[src/rtl/fft_ctrl_pkg.sv]
// Shared types and helpers for the FFT frame sequencer: state encoding,
// config-word width and config-word packing.
package fft_ctrl_pkg;

    typedef enum logic [2:0] {
        IDLE,
        CONFIG,
        ALIGN,
        STREAM,
        WAIT_OUT
    } state_t;

    // Config word is {zero pad, scale, fwd_inv}, padded up to whole bytes.
    function automatic int cfg_width(input int scale_w);
        return 8 * ((scale_w + 8) / 8);
    endfunction

    function automatic logic [63:0] pack_cfg(input logic [31:0] scale,
                                             input int          scale_w,
                                             input logic        fwd_inv);
        logic [63:0] mask;
        mask = (64'd1 << scale_w) - 64'd1;
        return (({32'd0, scale} & mask) << 1) | {63'd0, fwd_inv};
    endfunction

endpackage

[src/rtl/fft_frame_counter.sv]
// Modulo-NPOINT sample index for one FFT frame; flags the final sample
// and can be forced back to zero.
module fft_frame_counter #(
    parameter int NPOINT = 1024
) (
    input  logic sys_clk,
    input  logic sys_rstn,
    input  logic clear,
    input  logic advance,
    output logic last
);

    localparam int IDX_W = (NPOINT > 1) ? $clog2(NPOINT) : 1;
    localparam logic [IDX_W-1:0] LAST_IDX = IDX_W'(NPOINT - 1);

    logic [IDX_W-1:0] idx;

    always_ff @(posedge sys_clk or negedge sys_rstn) begin
        if (!sys_rstn) begin
            idx <= '0;
        end else if (clear) begin
            idx <= '0;
        end else if (advance) begin
            idx <= last ? '0 : idx + IDX_W'(1);
        end
    end

    assign last = (idx == LAST_IDX);

endmodule

[src/rtl/fft_frame_ctrl.sv]
// Frame sequencer between the ADC stream adapter and the FFT core: configures
// the core, aligns to the adapter frame boundary and forwards NPOINT samples per frame.
module fft_frame_ctrl
    import fft_ctrl_pkg::*;
#(
    parameter  int NPOINT  = 1024,
    parameter  int DIN_W   = 16,
    parameter  int SCALE_W = 10,
    parameter  int CNT_W   = 16,
    localparam int CFG_W   = cfg_width(SCALE_W)
) (
    input  logic                 sys_clk,
    input  logic                 sys_rstn,
    input  logic                 start,
    input  logic                 abort,
    input  logic [CNT_W-1:0]     nframes,
    input  logic                 cfg_fwd_inv,
    input  logic [SCALE_W-1:0]   cfg_scale,
    input  logic                 in_tvalid,
    output logic                 in_tready,
    input  logic                 in_tlast,
    input  logic [2*DIN_W-1:0]   in_tdata,
    output logic                 fft_s_tvalid,
    input  logic                 fft_s_tready,
    output logic                 fft_s_tlast,
    output logic [2*DIN_W-1:0]   fft_s_tdata,
    output logic                 fft_cfg_tvalid,
    input  logic                 fft_cfg_tready,
    output logic [CFG_W-1:0]     fft_cfg_tdata,
    input  logic                 fft_out_last,
    output logic                 busy,
    output logic                 done,
    output logic                 err_align,
    output logic [CNT_W-1:0]     frames_done
);

    state_t state;
    state_t state_nxt;

    logic               go_idle;
    logic [CNT_W-1:0]   nframes_r;
    logic [CNT_W-1:0]   frames_done_r;
    logic [CNT_W-1:0]   frames_done_inc;
    logic [SCALE_W-1:0] scale_r;
    logic               fwd_r;
    logic               err_align_r;
    logic               frame_err_r;
    logic               abort_pend_r;
    logic               done_r;
    logic               cnt_last;
    logic               beat_hs;
    logic               abort_now;
    logic               run_over;

    assign beat_hs         = (state == STREAM) && in_tvalid && fft_s_tready;
    assign abort_now       = abort_pend_r || abort;
    assign frames_done_inc = frames_done_r + CNT_W'(1);
    assign run_over        = abort_now || ((nframes_r != '0) && (frames_done_inc == nframes_r));

    fft_frame_counter #(
        .NPOINT (NPOINT)
    ) u_frame_counter (
        .sys_clk  (sys_clk),
        .sys_rstn (sys_rstn),
        .clear    (state != STREAM),
        .advance  (beat_hs),
        .last     (cnt_last)
    );

    always_ff @(posedge sys_clk or negedge sys_rstn) begin
        if (!sys_rstn) begin
            state <= IDLE;
        end else begin
            state <= state_nxt;
        end
    end

    // Outside STREAM the adapter is always drained so stale samples never back up.
    always_comb begin
        state_nxt      = state;
        go_idle        = 1'b0;
        in_tready      = 1'b1;
        fft_s_tvalid   = 1'b0;
        fft_s_tlast    = 1'b0;
        fft_s_tdata    = '0;
        fft_cfg_tvalid = 1'b0;

        case (state)
            IDLE: begin
                if (start) begin
                    state_nxt = CONFIG;
                end
            end
            CONFIG: begin
                fft_cfg_tvalid = 1'b1;
                if (fft_cfg_tready) begin
                    if (abort_now) begin
                        state_nxt = IDLE;
                        go_idle   = 1'b1;
                    end else begin
                        state_nxt = ALIGN;
                    end
                end
            end
            ALIGN: begin
                if (abort_now) begin
                    state_nxt = IDLE;
                    go_idle   = 1'b1;
                end else if (in_tvalid && in_tlast) begin
                    state_nxt = STREAM;
                end
            end
            STREAM: begin
                in_tready    = fft_s_tready;
                fft_s_tvalid = in_tvalid;
                fft_s_tdata  = in_tdata;
                fft_s_tlast  = cnt_last;
                if (beat_hs && cnt_last) begin
                    state_nxt = WAIT_OUT;
                end
            end
            WAIT_OUT: begin
                if (fft_out_last) begin
                    if (run_over) begin
                        state_nxt = IDLE;
                        go_idle   = 1'b1;
                    end else if (frame_err_r) begin
                        state_nxt = ALIGN;
                    end else begin
                        state_nxt = CONFIG;
                    end
                end
            end
            default: begin
                state_nxt = IDLE;
            end
        endcase
    end

    // A misaligned frame is remembered separately from the sticky flag so the
    // next frame re-aligns without reconfiguring the core.
    always_ff @(posedge sys_clk or negedge sys_rstn) begin
        if (!sys_rstn) begin
            nframes_r     <= '0;
            scale_r       <= '0;
            fwd_r         <= 1'b0;
            frames_done_r <= '0;
            err_align_r   <= 1'b0;
            frame_err_r   <= 1'b0;
            abort_pend_r  <= 1'b0;
            done_r        <= 1'b0;
        end else begin
            done_r <= go_idle;
            if ((state == IDLE) && start) begin
                nframes_r     <= nframes;
                scale_r       <= cfg_scale;
                fwd_r         <= cfg_fwd_inv;
                frames_done_r <= '0;
                err_align_r   <= 1'b0;
                frame_err_r   <= 1'b0;
                abort_pend_r  <= 1'b0;
            end else begin
                if (busy && abort) begin
                    abort_pend_r <= 1'b1;
                end
                if (go_idle) begin
                    abort_pend_r <= 1'b0;
                end
                if (beat_hs && (in_tlast != cnt_last)) begin
                    err_align_r <= 1'b1;
                    frame_err_r <= 1'b1;
                end
                if ((state == WAIT_OUT) && fft_out_last) begin
                    frames_done_r <= frames_done_inc;
                    frame_err_r   <= 1'b0;
                end
            end
        end
    end

    assign busy          = (state != IDLE);
    assign done          = done_r;
    assign err_align     = err_align_r;
    assign frames_done   = frames_done_r;
    assign fft_cfg_tdata = CFG_W'(pack_cfg(32'(scale_r), SCALE_W, fwd_r));

endmodule

[config.mk]
export PLATFORM = sky130hd
export DESIGN_NAME = fft_frame_ctrl
export DESIGN_NICKNAME = d
export VERILOG_FILES = /design/src/rtl/fft_ctrl_pkg.sv /design/src/rtl/fft_frame_counter.sv /design/src/rtl/fft_frame_ctrl.sv
export SDC_FILE = /design/constraint.sdc
export NUM_CORES = 1
export LEC_CHECK = 0
export CAP_MARGIN = 20
export CORE_UTILIZATION = 45
export CTS_CLUSTER_DIAMETER = 60
export DETAILED_ROUTE_END_ITERATION = 6
export GPL_TIMING_DRIVEN = 1
export PLACE_DENSITY = 0.79
export SLEW_MARGIN = 20
export SYNTH_ARGS = -nofsm -noshare
export SYNTH_HDL_FRONTEND = slang
export SYNTH_HIERARCHICAL = 1
export SYNTH_SLANG_ARGS = --single-unit
[constraint.sdc]
create_clock -name sys_clk -period 4.5 [get_ports sys_clk]
set_clock_uncertainty 0.2 [all_clocks]
set_input_delay 0.9 -clock sys_clk [delete_from_list [all_inputs] [get_ports sys_clk]]
set_output_delay 0.9 -clock sys_clk [all_outputs]
set_load 0.05 [all_outputs]
==> results of run 1 <==
-- power by group --
part / total [mW] / internal, mW / switching (mW)
Sequential: 0.851 / 0.694 / 0.157
Combinational: 1.37 / 0.575 / 0.795
Clock: 0.602 / 0.383 / 0.220
-- logic make-up after synthesis --
kind of cell	share of synthesized area [%]
other	0.101
xor gates and xnor gates	7.20
buffers and inverters	6.12
AOI/OAI and AO/OA	11.9
and+or+nand+nor	25.0
muxes	8.71
DFF	40.3
adders and majority gates	0.672
-- metrics by stage --
step	cells	worst slack, ps	power (mW)	area [um^2]	utilization (%)
floorplan	393	1680	1.82	3740	-
global route	618	811	2.97	5290	67.4
finish	618	955	2.82	5290	67.4
global placement	602	988	2.19	5040	64.2
detailed placement	602	968	2.23	5040	64.2
CTS	618	946	2.84	5290	67.4
-- worst min path at each step --
stage | startpoint | to | slack, ps | cells after the start
floorplan | frame_err_r | state[0] | 230 | 1
global placement | frame_err_r | state[0] | 250 | 1
detailed placement | frame_err_r | state[0] | 260 | 1
CTS | frame_err_r | state[0] | 260 | 1
global route | frame_err_r | state[0] | 280 | 1
finish | frame_err_r | state[0] | 270 | 1
-- final cells by class --
type	count	share of cell area [%]
Clock buffer	10	2.60
Clock inverter	6	2.11
Inverter	13	0.922
Timing Repair Buffer	137	25.6
Multi-Input combinational cell	290	37.9
Sequential cell	60	28.4
Tap cell	102	2.41
-- worst max-delay path, delay by kind of cell (launching register included) --
kind / cells / cell delay (ps)
buffers and inverters: 2 / 1100
AND/OR/NAND/NOR: 3 / 540
flip-flops: 1 / 460
-- per-layer routing --
layer,vias to the layer above,wire length [um]
met5,-,0
met4,0,177
met3,15,522
met2,121,4550
met1,1593,4400
li1,1609,-
-- cell usage in the layout (no fill, tap or decap), types with 10 or more instances in the layout --
cell / netlist / routed
and2_1: 38 / 38
clkbuf_8: 0 / 10
clkdlybuf4s50_1: 0 / 132
dfrtp_1: 60 / 60
inv_1: 13 / 13
mux2_2: 27 / 27
nand2_1: 29 / 29
nand3_1: 13 / 13
nor2_1: 26 / 26
o21ai_0: 25 / 25
xnor2_1: 14 / 14
xor2_1: 10 / 10
-- state kept, by name (all words and copies together), names as in the netlist --
name / flops
abort_pend_r: 1
done: 1
err_align: 1
frame_err_r: 1
frames_done: 16
fwd_r: 1
nframes_r: 16
scale_r: 10
state: 3
u_frame_counter/idx: 10
==> results.py, run 1 <==
metrics = {
    "clock_tree": {
        "cts_tree": "done",
        "cts_buffer_depth": 2,
        "clk_pin_slew_ps": 70,
        "clockRootBuffer": "clkbuf_8",
        "cts_buffers": 9,
        "postCtsResizedCells": 0,
        "cts-htree-levels": 3,
        "clk_latency_ps": 340,
        "cts_sinks": 60,
        "cts_hold_buf": 0,
        "cts_setup_buffers": 0,
    },
    "sta": {
        "setup_viol": 0,
        "drv_slew": 0,
        "rsz0062_at_grt": "no",
        "worst_pin_slew_ps": 995,
        "hold_viol": 0,
        "slew_headroom_pct": 33.4,
        "finalCriticalPeriod_ps": 3550,
        "min_period_over_period_pct": 78.8,
        "hold_ws_ps": 272,
        "clock.fmax_mhz": 282,
        "fin_setup_tns_ps": 0,
    },
    "setup_path": {
        "cpPeakStageDelay_ps": 810,
        "crit_chain": "nand2b_1, nor2_1, buf_4, and2_1, clkdlybuf4s50_1",
        "worstSetupPathType": "flip-flop to primary output",
        "endpoint": "fft_s_tdata[0]",
        "worst_path_max_delay_cell": "clkdlybuf4s50_1",
        "ff2ff_setup_slack_ps": 1720,
        "crit_path_end_kind": "primary output",
        "setup.worst_path.start": "state[2]",
        "r2r_end": "state[0]",
        "cp-start-kind": "flip-flop",
        "r2r_cells": 7,
        "critical_path_required_ps": 3400,
        "crit_path_max_fanout": 38,
        "rr_startpoint": "frames_done[0]",
        "cp.arrival_ps": 2450,
    },
    "synthesis": {
        "async_reset_ff_share_pct": 100,
        "yosysWarnings": 6,
        "syn-mean-instance-area_um2": 9.57,
        "synth_top_area_cell": "dfrtp_1",
        "netlist_instances": 389,
        "syn_area_um2": 3720,
        "synthFlopType": "dfrtp_1",
        "synth.top_cell.area_share_pct": 40.3,
        "seq_area_frac_synth_pct": 40.3,
        "synth_edf_count": 0,
        "synth_seq_cells": 60,
        "yosysMostFrequentCell": "dfrtp_1",
        "synth_common_cells": "dfrtp_1 (60), and2_1 (38), nand2_1 (29)",
        "yosys-top-cells-area": "dfrtp_1 (40%), mux2_2 (8.2%), and2_1 (6.4%)",
        "synth.distinct_cells": 65,
    },
    "place": {
        "dpl.hpwl_um": 7170,
        "io_buffers": 133,
        "gp_congestion": 0.908,
    },
    "floorplanning": {
        "chipWidth_um": 92.9,
        "ios": 139,
        "initial_utilization_pct": 47.4,
        "die_y_um": 92.9,
        "die_area_um2": 8640,
        "design.core.area_um2": 7850,
        "row_count": 32,
    },
    "final_layout": {
        "final-seq-area_um2": 1500,
        "multiInputGateArea_um2": 2010,
        "num-fill-cells": 640,
        "drive_gt1_share_pct": 12.4,
        "fin_nets": 581,
        "syn2layout_area_growth_pct": 42.2,
        "antenna_cells": 0,
    },
    "drt": {
        "vias_per_cell": 5.40,
        "first_pass_iters": 4,
        "drt_wl_total_um": 9650,
        "drc": 0,
        "ant_nets": 0,
        "dr_total_vias": 3338,
        "routedWlPerCell_um": 15.6,
        "drt_iter0_drc": 311,
    },
    "grt": {
        "top_usage_layer": "met2",
        "grt_use_met3_pct": 4.43,
        "use_met2_pct": 36.6,
        "grt_max_degree": 39,
        "grt_pass1_wl_um": 15900,
        "grt_pass1_vias": 3214,
        "antenna_found_initial": 0,
        "grt.total_usage_pct": 23.8,
        "overflow": 0,
        "use_met1_pct": 32.5,
    },
    "power_and_ir_drop": {
        "vdd_drop_max_uv": 360,
        "power_density_nw_per_um2": 534,
        "p_leak_nw": 2.09,
    },
    "job": {
        "cap_violations": 0,
    },
    "status": {
        "status": "finished clean",
    },
    "worst_hold_path": {
        "min_path_type": "flip-flop to flip-flop",
    },
}
Note: power is estimated with default switching activity, not from simulation.
==> run 2, diff against run 1 <==
--- a/config.mk
+++ b/config.mk
@@ -6,11 +6,11 @@
 export NUM_CORES = 1
 export LEC_CHECK = 0
 export CAP_MARGIN = 20
-export CORE_UTILIZATION = 45
+export CORE_UTILIZATION = 41
 export CTS_CLUSTER_DIAMETER = 60
 export DETAILED_ROUTE_END_ITERATION = 6
 export GPL_TIMING_DRIVEN = 1
-export PLACE_DENSITY = 0.79
+export PLACE_DENSITY = 0.76
 export SLEW_MARGIN = 20
 export SYNTH_ARGS = -nofsm -noshare
 export SYNTH_HDL_FRONTEND = slang
==> constraint.sdc (replaced) <==
create_clock -name sys_clk -period 2.85 [get_ports sys_clk]
set_clock_uncertainty 0.2 [all_clocks]
set_input_delay 0.57 -clock sys_clk [delete_from_list [all_inputs] [get_ports sys_clk]]
set_output_delay 0.57 -clock sys_clk [all_outputs]
set_load 0.05 [all_outputs]
==> run 2 against run 1 <==
Combinational power rose by 72%. Clock-buffer cell count rose by 1. Non-clock buffer count rose by 7. Power rose by 60%. Worst setup slack got worse by 780 ps. Die area rose by 9.5%. Global-route usage fell by 1.0 points. Sequential cell count did not move. Critical path type unchanged. Critical endpoint is now fft_s_tlast. Largest cell class unchanged. Largest power group unchanged. Highest routed layer unchanged.
==> results.py, run 2 (synthesis gave the netlist of run 1 again) <==
metrics = {
    "job": {
        "cap_violations": 0,
    },
    "sta": {
        "fin_setup_tns_ps": 0,
        "rsz0062_at_grt": "no",
        "drv_slew": 0,
        "fin_ws_ps": 178,
        "clock.fmax_mhz": 374,
        "slew_headroom_pct": 63.0,
        "finalCriticalPeriod_ps": 2670,
        "worst_pin_slew_ps": 553,
        "setup_viol": 0,
        "hold_viol": 0,
        "min_period_over_period_pct": 93.8,
    },
    "final_layout": {
        "drive_gt1_share_pct": 20.5,
        "final_cell_mix": "clkdlybuf4s50_1 (96), dfrtp_1 (60), and2_1 (38)",
        "fin_nets": 588,
        "final_common_cell": "clkdlybuf4s50_1",
        "antenna_cells": 0,
        "syn2layout_area_growth_pct": 52.2,
        "final_cells": 631,
        "final_util_pct": 64.6,
        "multiInputGateArea_um2": 2010,
        "final-seq-area_um2": 1500,
        "final_cell_area_um2": 5660,
        "num-fill-cells": 685,
    },
    "drt": {
        "dr_total_vias": 3360,
        "drc": 0,
        "vias_per_cell": 5.32,
        "drt_iter0_drc": 200,
        "ant_nets": 0,
        "routedWlPerCell_um": 16.0,
        "first_pass_iters": 4,
        "drt_wl_total_um": 10100,
    },
    "setup_path": {
        "endpoint": "fft_s_tlast",
        "r2r_end": "state[0]",
        "cp.arrival_ps": 1900,
        "crit_chain": "ha_1, nand3_1, nor3_1, buf_4, and2_1, buf_12",
        "r2r_cells": 7,
        "cpPeakStageDelay_ps": 450,
        "worstSetupPathType": "flip-flop to primary output",
        "crit_buf_inv": 2,
        "crit_path_max_fanout": 6,
        "cp-start-kind": "flip-flop",
        "cp.depth": 6,
        "crit_path_end_kind": "primary output",
        "critical_path_required_ps": 2080,
        "crit_family": "simple AND/OR/NAND/NOR gates",
        "rr_startpoint": "frames_done[0]",
        "setup.worst_path.start": "u_frame_counter/idx[0]",
        "ff2ff_setup_slack_ps": 250,
        "worst_path_max_delay_cell": "dfrtp_1",
    },
    "grt": {
        "use_met2_pct": 35.2,
        "grt_max_degree": 35,
        "antenna_found_initial": 0,
        "grt.total_usage_pct": 22.7,
        "grt_pass1_wl_um": 17100,
        "use_met1_pct": 31.3,
        "grt_use_met3_pct": 5.90,
        "overflow": 0,
        "top_usage_layer": "met2",
        "grt_pass1_vias": 3358,
    },
    "clock_tree": {
        "cts-htree-levels": 3,
        "clk_pin_slew_ps": 70,
        "cts_setup_buffers": 0,
        "cts_sinks": 60,
        "cts_buffer_depth": 2,
        "clk_latency_ps": 330,
        "cts_buffers": 9,
        "cts_tree": "done",
        "clockRootBuffer": "clkbuf_8",
    },
    "place": {
        "io_buffers": 133,
        "gp_congestion": 0.899,
        "placedCellCount": 614,
        "dpl.hpwl_um": 7910,
        "place_ws_ps": 209,
        "place_area_um2": 5430,
    },
    "floorplanning": {
        "ios": 139,
        "die_area_um2": 9460,
        "initial_utilization_pct": 42.5,
        "chipWidth_um": 97.3,
        "design.core.area_um2": 8760,
        "die_y_um": 97.3,
        "row_count": 34,
    },
    "power_and_ir_drop": {
        "power_density_nw_per_um2": 796,
        "vdd_drop_max_uv": 616,
        "p_leak_nw": 2.27,
    },
    "worst_hold_path": {
        "min_path_type": "flip-flop to flip-flop",
    },
    "status": {
        "status": "finished clean",
    },
}
-- run 2: layout make-up --
type / count / area share [%]
multi-input combinational: 290 / 35.5
timing repair buffer: 144 / 31.0
sequential: 60 / 26.5
clock buffer: 11 / 2.67
tap: 108 / 2.39
clock inverter: 5 / 1.04
inverter: 13 / 0.862
-- run 2: where the power goes --
group / switching, mW / total (mW) / internal, mW
clock: 0.337 / 0.790 / 0.452
sequential: 0.261 / 1.36 / 1.10
combinational: 1.30 / 2.36 / 1.07
total: 1.89 / 4.51 / 2.61
-- run 2: what timing repair did --
item	4_1_cts	5_1_grt
endpoints found under the setup margin	0	38
hold buffers	1	0
gates resized for setup	0	4
endpoints found under the hold margin	13	0
-- run 2: worst register-to-register path: stages (launching register included) --
cell	delay, ps
dfrtp_1	470
ha_2	300
nand4_4	140
or4_4	580
xnor2_2	150
nor4_1	280
and4_4	290
o41ai_1	80
-- run 2: worst min path at each step --
stage,start,end,slack (ps),depth (start not counted)
after floorplan,sys_rstn,abort_pend_r,70,0
after global placement,frame_err_r,state[0],240,1
after detailed placement,frame_err_r,state[0],270,1
after CTS,frame_err_r,state[0],280,1
after global routing,frame_err_r,state[0],300,1
final,frame_err_r,state[0],290,1
-- run 2: metrics by stage --
| step | hold WS [ps] | power, mW |
|---|---|---|
| global placement | 242 | 3.67 |
| CTS | 284 | 4.54 |
| detailed placement | 274 | 3.72 |
| global route | 303 | 4.76 |
| floorplan | 74.4 | 2.87 |
| finish | 285 | 4.51 |
-- run 2: per-layer routing --
metal / wire (um) / up-vias / part of all wire [%]
met2: 4860 / 121 / 48
met3: 693 / 10 / 6.8
met5: 0 / - / 0
met4: 128 / 0 / 1.3
met1: 4440 / 1607 / 44
li1: - / 1622 / -
